**src/rtl/eth_pcs_66_64_dec.sv**
```systemverilog
// 10GBASE-R receive 64b/66b decoder: gathers a 66-bit block over narrow transfers,
// classifies and decodes it through the receive state machine and replays it as XGMII.

package eth_pcs_params_pkg;
    localparam int unsigned W_BYTE          = 8;
    localparam int unsigned N_CHANNELS      = 4;
    localparam int unsigned W_SYNC          = 2;
    localparam int unsigned W_DATA          = N_CHANNELS * W_BYTE;
    localparam int unsigned N_TRANS_PER_BLK = 2;
    localparam int unsigned W_TRANS_PER_BLK = 1;
    localparam int unsigned W_BLK           = W_DATA * N_TRANS_PER_BLK;
    localparam int unsigned N_LANES         = W_BLK / W_BYTE;
    localparam int unsigned W_CODE          = 7;

    localparam logic [W_SYNC-1:0] SYNC_DATA = 2'b01;
    localparam logic [W_SYNC-1:0] SYNC_CTRL = 2'b10;

    localparam logic [7:0] C_TYPE  = 8'h1E;
    localparam logic [7:0] S0_TYPE = 8'h78;
    localparam logic [7:0] S4_TYPE = 8'h33;
    localparam logic [7:0] T0_TYPE = 8'h87;
    localparam logic [7:0] T1_TYPE = 8'h99;
    localparam logic [7:0] T2_TYPE = 8'hAA;
    localparam logic [7:0] T3_TYPE = 8'hB4;
    localparam logic [7:0] T4_TYPE = 8'hCC;
    localparam logic [7:0] T5_TYPE = 8'hD2;
    localparam logic [7:0] T6_TYPE = 8'hE1;
    localparam logic [7:0] T7_TYPE = 8'hFF;

    localparam logic [W_CODE-1:0] CODE_IDLE = 7'h00;

    localparam logic [7:0] SYM_IDLE  = 8'h07;
    localparam logic [7:0] SYM_START = 8'hFB;
    localparam logic [7:0] SYM_TERM  = 8'hFD;
    localparam logic [7:0] SYM_ERR   = 8'hFE;
endpackage

module eth_pcs_66_64_dec
    import eth_pcs_params_pkg::*;
(
    input  logic                       i_clk,
    input  logic                       i_reset,
    input  logic                       i_clk_en,
    input  logic [W_TRANS_PER_BLK-1:0] i_trans_cnt,
    input  logic                       i_blk_lock,
    input  logic [W_SYNC-1:0]          i_sync_data,
    input  logic [W_DATA-1:0]          i_pld_data,
    output logic [N_CHANNELS-1:0]      o_xgmii_ctrl,
    output logic [W_DATA-1:0]          o_xgmii_data,
    output logic                       o_blk_err
);

    typedef enum logic [2:0] {RX_INIT, RX_C, RX_D, RX_T, RX_E} rx_state_t;
    typedef enum logic [2:0] {BLK_C, BLK_S, BLK_D, BLK_T, BLK_E} blk_cls_t;

    localparam int unsigned W_STORED = W_BLK - W_DATA;

    rx_state_t               r_state;
    rx_state_t               w_state_nxt;
    rx_state_t               w_fsm_nxt;
    blk_cls_t                w_cls;

    logic [W_SYNC-1:0]       r_sync;
    logic [W_STORED-1:0]     r_pld;
    logic                    r_have_first;
    logic [W_BLK-1:0]        r_out_data;
    logic [N_LANES-1:0]      r_out_ctrl;
    logic                    r_blk_err;

    logic [W_BLK-1:0]        w_blk;
    logic [W_BLK-1:0]        w_blk_sh;
    logic [7:0]              w_type;
    logic [2:0]              w_t_pos;
    logic [W_BLK-1:0]        w_dec_data;
    logic [N_LANES-1:0]      w_dec_ctrl;
    logic [W_BLK-1:0]        w_out_data_nxt;
    logic [N_LANES-1:0]      w_out_ctrl_nxt;
    logic                    w_blk_err_nxt;
    logic                    w_decode_pt;

    assign w_blk       = {i_pld_data, r_pld};
    assign w_blk_sh    = w_blk >> W_BYTE;
    assign w_type      = w_blk[7:0];
    // A block whose first transfer was lost to reset is never decoded.
    assign w_decode_pt = i_clk_en && r_have_first &&
                         (i_trans_cnt == W_TRANS_PER_BLK'(N_TRANS_PER_BLK - 1));

    // Block classification from sync header and type byte
    always_comb begin
        w_cls   = BLK_E;
        w_t_pos = 3'd0;
        if (r_sync == SYNC_DATA) begin
            w_cls = BLK_D;
        end else if (r_sync == SYNC_CTRL) begin
            case (w_type)
                C_TYPE:           w_cls = BLK_C;
                S0_TYPE, S4_TYPE: w_cls = BLK_S;
                T0_TYPE: begin w_cls = BLK_T; w_t_pos = 3'd0; end
                T1_TYPE: begin w_cls = BLK_T; w_t_pos = 3'd1; end
                T2_TYPE: begin w_cls = BLK_T; w_t_pos = 3'd2; end
                T3_TYPE: begin w_cls = BLK_T; w_t_pos = 3'd3; end
                T4_TYPE: begin w_cls = BLK_T; w_t_pos = 3'd4; end
                T5_TYPE: begin w_cls = BLK_T; w_t_pos = 3'd5; end
                T6_TYPE: begin w_cls = BLK_T; w_t_pos = 3'd6; end
                T7_TYPE: begin w_cls = BLK_T; w_t_pos = 3'd7; end
                default:          w_cls = BLK_E;
            endcase
        end
    end

    // Block decode to eight XGMII lanes
    always_comb begin
        w_dec_data = {N_LANES{SYM_ERR}};
        w_dec_ctrl = '1;
        case (w_cls)
            BLK_D: begin
                w_dec_data = w_blk;
                w_dec_ctrl = '0;
            end
            BLK_C: begin
                for (int j = 0; j < int'(N_LANES); j++) begin
                    w_dec_data[W_BYTE*j +: W_BYTE] =
                        (w_blk[W_BYTE + W_CODE*j +: W_CODE] == CODE_IDLE) ? SYM_IDLE : SYM_ERR;
                end
            end
            BLK_S: begin
                if (w_type == S0_TYPE) begin
                    w_dec_data = {w_blk[W_BLK-1:8], SYM_START};
                    w_dec_ctrl = 8'h01;
                end else begin
                    w_dec_data = {w_blk[W_BLK-1:40], SYM_START, {4{SYM_IDLE}}};
                    w_dec_ctrl = 8'h1F;
                end
            end
            BLK_T: begin
                for (int j = 0; j < int'(N_LANES); j++) begin
                    if (j < int'(w_t_pos)) begin
                        w_dec_data[W_BYTE*j +: W_BYTE] = w_blk_sh[W_BYTE*j +: W_BYTE];
                        w_dec_ctrl[j] = 1'b0;
                    end else if (j == int'(w_t_pos)) begin
                        w_dec_data[W_BYTE*j +: W_BYTE] = SYM_TERM;
                    end else begin
                        w_dec_data[W_BYTE*j +: W_BYTE] = SYM_IDLE;
                    end
                end
            end
            default: ;
        endcase
    end

    // Receive state machine: next state and registered output block
    always_comb begin
        w_fsm_nxt      = RX_E;
        w_state_nxt    = r_state;
        w_out_data_nxt = r_out_data;
        w_out_ctrl_nxt = r_out_ctrl;
        w_blk_err_nxt  = r_blk_err;

        case (r_state)
            RX_D: begin
                case (w_cls)
                    BLK_D:   w_fsm_nxt = RX_D;
                    BLK_T:   w_fsm_nxt = RX_T;
                    default: w_fsm_nxt = RX_E;
                endcase
            end
            RX_E: begin
                case (w_cls)
                    BLK_C:   w_fsm_nxt = RX_C;
                    BLK_S:   w_fsm_nxt = RX_D;
                    BLK_D:   w_fsm_nxt = RX_D;
                    BLK_T:   w_fsm_nxt = RX_T;
                    default: w_fsm_nxt = RX_E;
                endcase
            end
            default: begin
                case (w_cls)
                    BLK_C:   w_fsm_nxt = RX_C;
                    BLK_S:   w_fsm_nxt = RX_D;
                    default: w_fsm_nxt = RX_E;
                endcase
            end
        endcase

        if (w_decode_pt) begin
            if (!i_blk_lock) begin
                w_state_nxt    = RX_INIT;
                w_out_data_nxt = {N_LANES{SYM_ERR}};
                w_out_ctrl_nxt = '1;
                w_blk_err_nxt  = 1'b0;
            end else if (w_fsm_nxt == RX_E) begin
                w_state_nxt    = RX_E;
                w_out_data_nxt = {N_LANES{SYM_ERR}};
                w_out_ctrl_nxt = '1;
                w_blk_err_nxt  = 1'b1;
            end else begin
                w_state_nxt    = w_fsm_nxt;
                w_out_data_nxt = w_dec_data;
                w_out_ctrl_nxt = w_dec_ctrl;
                w_blk_err_nxt  = 1'b0;
            end
        end
    end

    always_ff @(posedge i_clk or posedge i_reset) begin
        if (i_reset) begin
            r_state      <= RX_INIT;
            r_sync       <= '0;
            r_pld        <= '0;
            r_have_first <= 1'b0;
            r_out_data   <= {N_LANES{SYM_IDLE}};
            r_out_ctrl   <= '1;
            r_blk_err    <= 1'b0;
        end else if (i_clk_en) begin
            r_state    <= w_state_nxt;
            r_out_data <= w_out_data_nxt;
            r_out_ctrl <= w_out_ctrl_nxt;
            r_blk_err  <= w_blk_err_nxt;
            if (i_trans_cnt == '0) begin
                r_sync       <= i_sync_data;
                r_have_first <= 1'b1;
            end else if (w_decode_pt) begin
                r_have_first <= 1'b0;
            end
            for (int k = 0; k < int'(N_TRANS_PER_BLK) - 1; k++) begin
                if (i_trans_cnt == W_TRANS_PER_BLK'(k)) begin
                    r_pld[W_DATA*k +: W_DATA] <= i_pld_data;
                end
            end
        end
    end

    // Replay lane group selected by the live transfer index
    always_comb begin
        o_xgmii_data = r_out_data[W_DATA-1:0];
        o_xgmii_ctrl = r_out_ctrl[N_CHANNELS-1:0];
        for (int k = 1; k < int'(N_TRANS_PER_BLK); k++) begin
            if (i_trans_cnt == W_TRANS_PER_BLK'(k)) begin
                o_xgmii_data = r_out_data[W_DATA*k +: W_DATA];
                o_xgmii_ctrl = r_out_ctrl[N_CHANNELS*k +: N_CHANNELS];
            end
        end
    end

    assign o_blk_err = r_blk_err;

endmodule

```
**config.mk**
```make
export PLATFORM = sky130hd
export DESIGN_NAME = eth_pcs_66_64_dec
export DESIGN_NICKNAME = d
export VERILOG_FILES = /design/src/rtl/eth_pcs_66_64_dec.sv
export SDC_FILE = /design/constraint.sdc
export NUM_CORES = 1
export LEC_CHECK = 0
export CORE_UTILIZATION = 51
export CTS_CLUSTER_DIAMETER = 150
export CTS_CLUSTER_SIZE = 30
export DETAILED_ROUTE_END_ITERATION = 10
export GPL_TIMING_DRIVEN = 0
export PLACE_DENSITY_LB_ADDON = 0.15
export SYNTH_ARGS = -nofsm -noshare
export SYNTH_HDL_FRONTEND = slang
export SYNTH_SLANG_ARGS = --single-unit
```
**constraint.sdc**
```tcl
create_clock -name i_clk -period 3.2 [get_ports i_clk]
set_input_delay 0.32 -clock i_clk [delete_from_list [all_inputs] [get_ports i_clk]]
set_output_delay 0.32 -clock i_clk [all_outputs]
set_load 0.02 [all_outputs]
```
### Word-level counts from Yosys, hierarchy flattened

Cells that the tools add are included.

* bits in registers: 111
* input port bits: 39
* output and inout port bits: 37

* magnitude comparators: 7
* equal/unequal tests: 27
* multiplexer cells: 57
* bitwise operators: 1
* reductions and logical operators: 18

Operator list (count)
* case mux 64 bit (4 select lines): 1
* 2-to-1 mux 8 bit: 25
* 2-to-1 mux 64 bit: 2
* == test 8 bit, second input constant: 8
* logical NOT 7 bit: 8
* 2-to-1 mux 40 bit: 1
* 2-to-1 mux 32 bit: 1
* case mux 3 bit (7 select lines): 1
* case mux 7 bit (3 select lines): 1
* 2-to-1 mux 3 bit: 6
* case mux 3 bit (2 select lines): 3
* case mux 3 bit (3 select lines): 2
* == test 3 bit, first input constant: 4
* 2-to-1 mux 1 bit: 11
* == test 3 x 2 -> 1 bit, second input constant: 3
* less-than comparator 3 bit, first input constant: 3
* == test 8 x 5 -> 1 bit, second input constant: 1
* == test 8 x 6 -> 1 bit, second input constant: 1
* == test 8 x 7 -> 1 bit, second input constant: 1
* OR reduction 8 bit: 1
* == test 2 x 3 -> 1 bit, first input constant: 2
* == test 3 bit, second input constant: 2
* logical NOT 3 bit: 2
* less-than comparator 1 x 3 -> 1 bit, first input constant: 2
* other kinds (13): 18

### Logic depth before layout (Yosys ltp)

* depth after elaboration: 12
* mapped depth: 10
* mapped depth without buffers: 7

### Worst setup path after synthesis

OpenSTA, ideal clock, no wires.

* path type: flip-flop to flip-flop
* start point: register r_pld[2]
* end point: register r_out_data[3]
* library setup time: 121 ps
* arrival: 1815 ps
* data required time: 3079 ps
* slack: 1264 ps
* cell stages (with the launch flop): 9
* path through: dfrtp_1 -> buf_4 -> and4bb_1 -> and2_4 -> nand2b_1 -> a32oi_2 -> a21oi_4 -> o2111ai_2 -> o22a_1

* longest elaborated chain between the ends: 12
* elaborated cells between the ends (all ways): 37
* classes of those cells: order compare (1); eq/ne (15); mux (16); reduce/logical (5)

Ends and longest elaborated chain
* from (decl): RTL line 64 `logic [W_STORED-1:0] r_pld;`
* from (signal, indexed assignment): RTL line 227 `r_pld[W_DATA*k +: W_DATA] <= i_pld_data;`
* == test 8 bit (tied with other cells): RTL line 95 `case (w_type)`
* OR reduction 8 bit (no line) or OR reduction 2 bit (tied branches)
* case mux 3 bit (3 select lines): RTL line 95
* 2-to-1 mux 3 bit: RTL line 94 `end else if (r_sync == SYNC_CTRL) begin`
* 2-to-1 mux 3 bit: RTL line 92 `if (r_sync == SYNC_DATA) begin`
* == test 3 x 1 -> 1 bit or == test 3 x 2 -> 1 bit (tied branches)
* OR reduction 2 bit (no line)
* case mux 3 bit (3 select lines): RTL line 168 `case (w_cls)`
* case mux 3 bit (2 select lines): RTL line 159 `case (r_state)`
* == test 3 bit: RTL line 191 `end else if (w_fsm_nxt == RX_E) begin`
* 2-to-1 mux 64 bit *: RTL line 191
* 2-to-1 mux 64 bit *: RTL line 186 `if (!i_blk_lock) begin`
* to (signal assigned): RTL line 211 `r_out_data <= {N_LANES{SYM_IDLE}};`
* to (signal assigned): RTL line 216 `r_out_data <= w_out_data_nxt;`
* to (decl): RTL line 66 `logic [W_BLK-1:0] r_out_data;`

Mark *: on every way between the ends. The rest lies on a longest branch, timed or not.
A chain may end at the register's enable or synchronous reset.

### Worst setup path in the final report

* start point: input port i_trans_cnt
* end point: output port o_xgmii_data[25]

* longest elaborated chain between the ends: 1

Ends and longest elaborated chain
* from (decl): RTL line 44 `input logic [W_TRANS_PER_BLK-1:0] i_trans_cnt,`
* 2-to-1 mux 32 bit: RTL line 238 `if (i_trans_cnt == W_TRANS_PER_BLK'(k)) begin`
* to (decl): RTL line 49 `output logic [W_DATA-1:0] o_xgmii_data,`

No other way between the ends.

==> results.md <==
* Status: complete, but fails checks
* Failing checks: DRC
* Placed cell areas at 7170 um2
* Syn avg cell area at just under 10 um2
* Cell row count at 39
* Die height at 112 um
* Ys async rst share at 1.00
* Final #Nets at ~760
* Worst-case reg-to-reg path depth at 5
* Initial core utilization at 0.532
* Syn Inst Count at 632
* Combinational Power Share at 0.219
* Max VDD drop at 398 uV
* CTS root buf: clkbuf_16
* TritonCTS Buffers at 9
* Post-synth top flop: dfrtp_1
* WL per Instance at 24.3 um
* Switch share at 0.311
* # port buffers at 75
* Most frequent CP cell: clkdlybuf4s50_1
* Top cell type's share of synthesized area at 0.318
* Net Count, Synth at between 600 and 700
* Critical-path maximum fanout at 10
* CTS tree: built
* Synth Cell Area at 6210 um2
* Dpl ws at -0.104 ns
* Clock share of power at 0.318
* Psw at around 1.1 mW
* Crit path buffers/inverters at 4
* Via Count at 5603
* Vias in the first global route at 5490
* WP data arrival at 2.60 ns
* CTS max path bufs at 2
* Worst-Margin Slew at approximately 1.1 ns
* Setup violators final at 0
* Residual DRC at 4
* Antenna viol nets, final at 0
* Diodes inserted at 0
* Count of different cell masters after synthesis at 63
* Non-Filler Instances at 867
* Worst hold-check path type: in -> async
* Cell accounting for the most synthesized area: dfrtp_1
* Max-slew headroom at 0.245
* H-tree levels at 3
* Post-DP HPWL at 15.7 mm
* Die W at 112 um
* Pins Over Slew Limit at 0
* Core footprint at 11700 um2
* Setup Skew at 0.00737 ns
* Layout area overhead at 20.4%
* WP data required at 2.88 ns
* Top post-synthesis cells by area: dfrtp_1 (32%), dfstp_2 (14%), mux2_2 (12%)
* #FFs+latches synth at 111
* Crit share post-route at 0.912
* Hold_buf cts at 0
* Pwr Density at around 490 nW/um2
* Worst R2R Setup Slack at 0.55 ns
* Placer Congestion at 0.950
* Lkg Pwr at 2.74 nW
* Worst Setup Slack, final at 0.282 ns
* Worst-path clk slew at 0.08 ns
* Critical R2R Capture: r_out_data[43]
* RSZ-0062 raised after global routing: false
* FMAX at approximately 340 MHz
* Final hold viol count at 0
* Global-route wire length before repair at 32.7 mm
* Vias per cell at 6.46
* Io pins at 76
* Min Tclk post-route at 2.92 ns
* Fin area at 7470 um2
* Post-synthesis sequential area ratio at 0.454
* EDFF count, synth at 0
* Final WL at 21.1 mm
* CP Depth at 5
* GR Overflow Total at 0
* Int Power at ~2.5 mW
* Post-placement cell count at 851
* Crit path from: i_trans_cnt
* Max Cap Viol at 0
* Drt first-iter violations at 629
* Worst hold slack at 0.396 ns
* Yosys warns at 0
* Die Area at approximately 13000 um2
* Most frequent cells in the layout: nor2_1 (100), dfrtp_1 (79), clkdlybuf4s50_1 (75)
* Most common cell after layout, fill and taps aside: nor2_1
* CTS sink cnt at 111
* Crit path kind: in -> out
* CP endpoint: o_xgmii_data[25]
* Critical Path Start Type: input port
* Pin count of the biggest net entering global routing at 62
* Setup Buffers After CTS at 0
* Clock Latency Late Sink at 0.37 ns
* Share of cells above drive strength 1 at 0.244
* Kind of end point of the critical path: primary output
* Reg power frac at 0.463
* R2R Path Start: r_pld[5]
* CP max-delay cell: clkdlybuf4s50_1
* Pre-antenna DRT Iters at 8
* Slowest stage delay, CP at 0.54 ns
* Initial antenna violation count at 0
* GRT Total Usage at 0.353
* CP delay by family, top: buffers and inverters
* CP cell instances: clkdlybuf4s50_1 > clkbuf_2 > clkbuf_1 > mux2_2 > clkdlybuf4s50_1
stage by stage:
step	setup TNS (ns)	power, mW	util
2_1_floorplan	0	2.18	-
3_3_place_gp	-133.42	2.50	0.612
3_5_place_dp	-1.62	2.52	0.615
4_1_cts	0	3.69	0.641
5_1_grt	0	3.83	0.641
6_report	0	3.69	0.641
worst min-delay path by stage:
stage | from | to | slack [ns]
6_report | i_reset | r_out_data[61] | 0.40
5_1_grt | i_reset | r_out_data[61] | 0.46
4_1_cts | i_reset | r_out_data[61] | 0.42
3_5_place_dp | o_blk_err | o_blk_err | 0.47
3_3_place_gp | o_blk_err | o_blk_err | 0.46
2_1_floorplan | i_clk_en | r_have_first | 0.41
worst register-to-register path, delay by kind of cell (launching register included):
kind | cells | cell delay [ns]
DFF | 1 | 0.48
AOI/OAI and AO/OA | 1 | 0.30
and+or+nand+nor | 4 | 1.78
state kept, by name (all words and copies together) (netlist names):
signal	flops
o_blk_err	1
r_pld	32
r_out_data	64
r_sync	2
r_have_first	1
r_state	3
r_out_ctrl	8
cells by family after synthesis:
group	synth area share
flops	0.454
xor+xnor	0.00141
buf+inv	0.0381
simple gates	0.174
mux	0.123
compound gates	0.209
synthesized netlist by cell type, drive strengths merged (8+ instances only):
| library cell | count |
|---|---|
| dfstp | 32 |
| mux2 | 68 |
| nand3 | 9 |
| nor2 | 103 |
| nor4 | 11 |
| a31oi | 26 |
| buf | 19 |
| nand2 | 42 |
| clkbuf | 22 |
| a22o | 10 |
| o21a | 14 |
| dfrtp | 79 |
| a21oi | 66 |
| o21ai | 37 |
| and4bb | 8 |
cell type report:
type	instances	area [um2]
Buffer	41	214
Tap cell	143	179
Clock inverter	7	77.6
Multi-Input combinational cell	473	3150
Timing Repair Buffer	76	778
Clock buffer	9	225
Inverter	7	28.8
Sequential cell	111	2820
Fill cell	1008	4190
per-layer routing:
metal / GRT usage / vias up / wire length [um]
met1: 0.489 / 2810 / 9300
met5: 0.0235 / - / 39
li1: - / 2489 / -
met4: 0.115 / 2 / 440
met3: 0.0864 / 31 / 1760
met2: 0.543 / 271 / 9530
repair_timing:
action | CTS | global route
endpoints found under the hold margin | 0 | 0
gates resized for setup | 2 | 2
endpoints found under the setup margin | 20 | 9
pin swaps | 0 | 0
power by group through the flow:
stage	Combinational, mW	Sequential [mW]	Clock, mW
2_1_floorplan	0.501	1.68	0
3_3_place_gp	0.777	1.72	0
3_5_place_dp	0.795	1.73	0
4_1_cts	0.800	1.70	1.18
5_1_grt	0.869	1.73	1.24
6_report	0.808	1.71	1.18
Power figures use the tool's default switching activity.
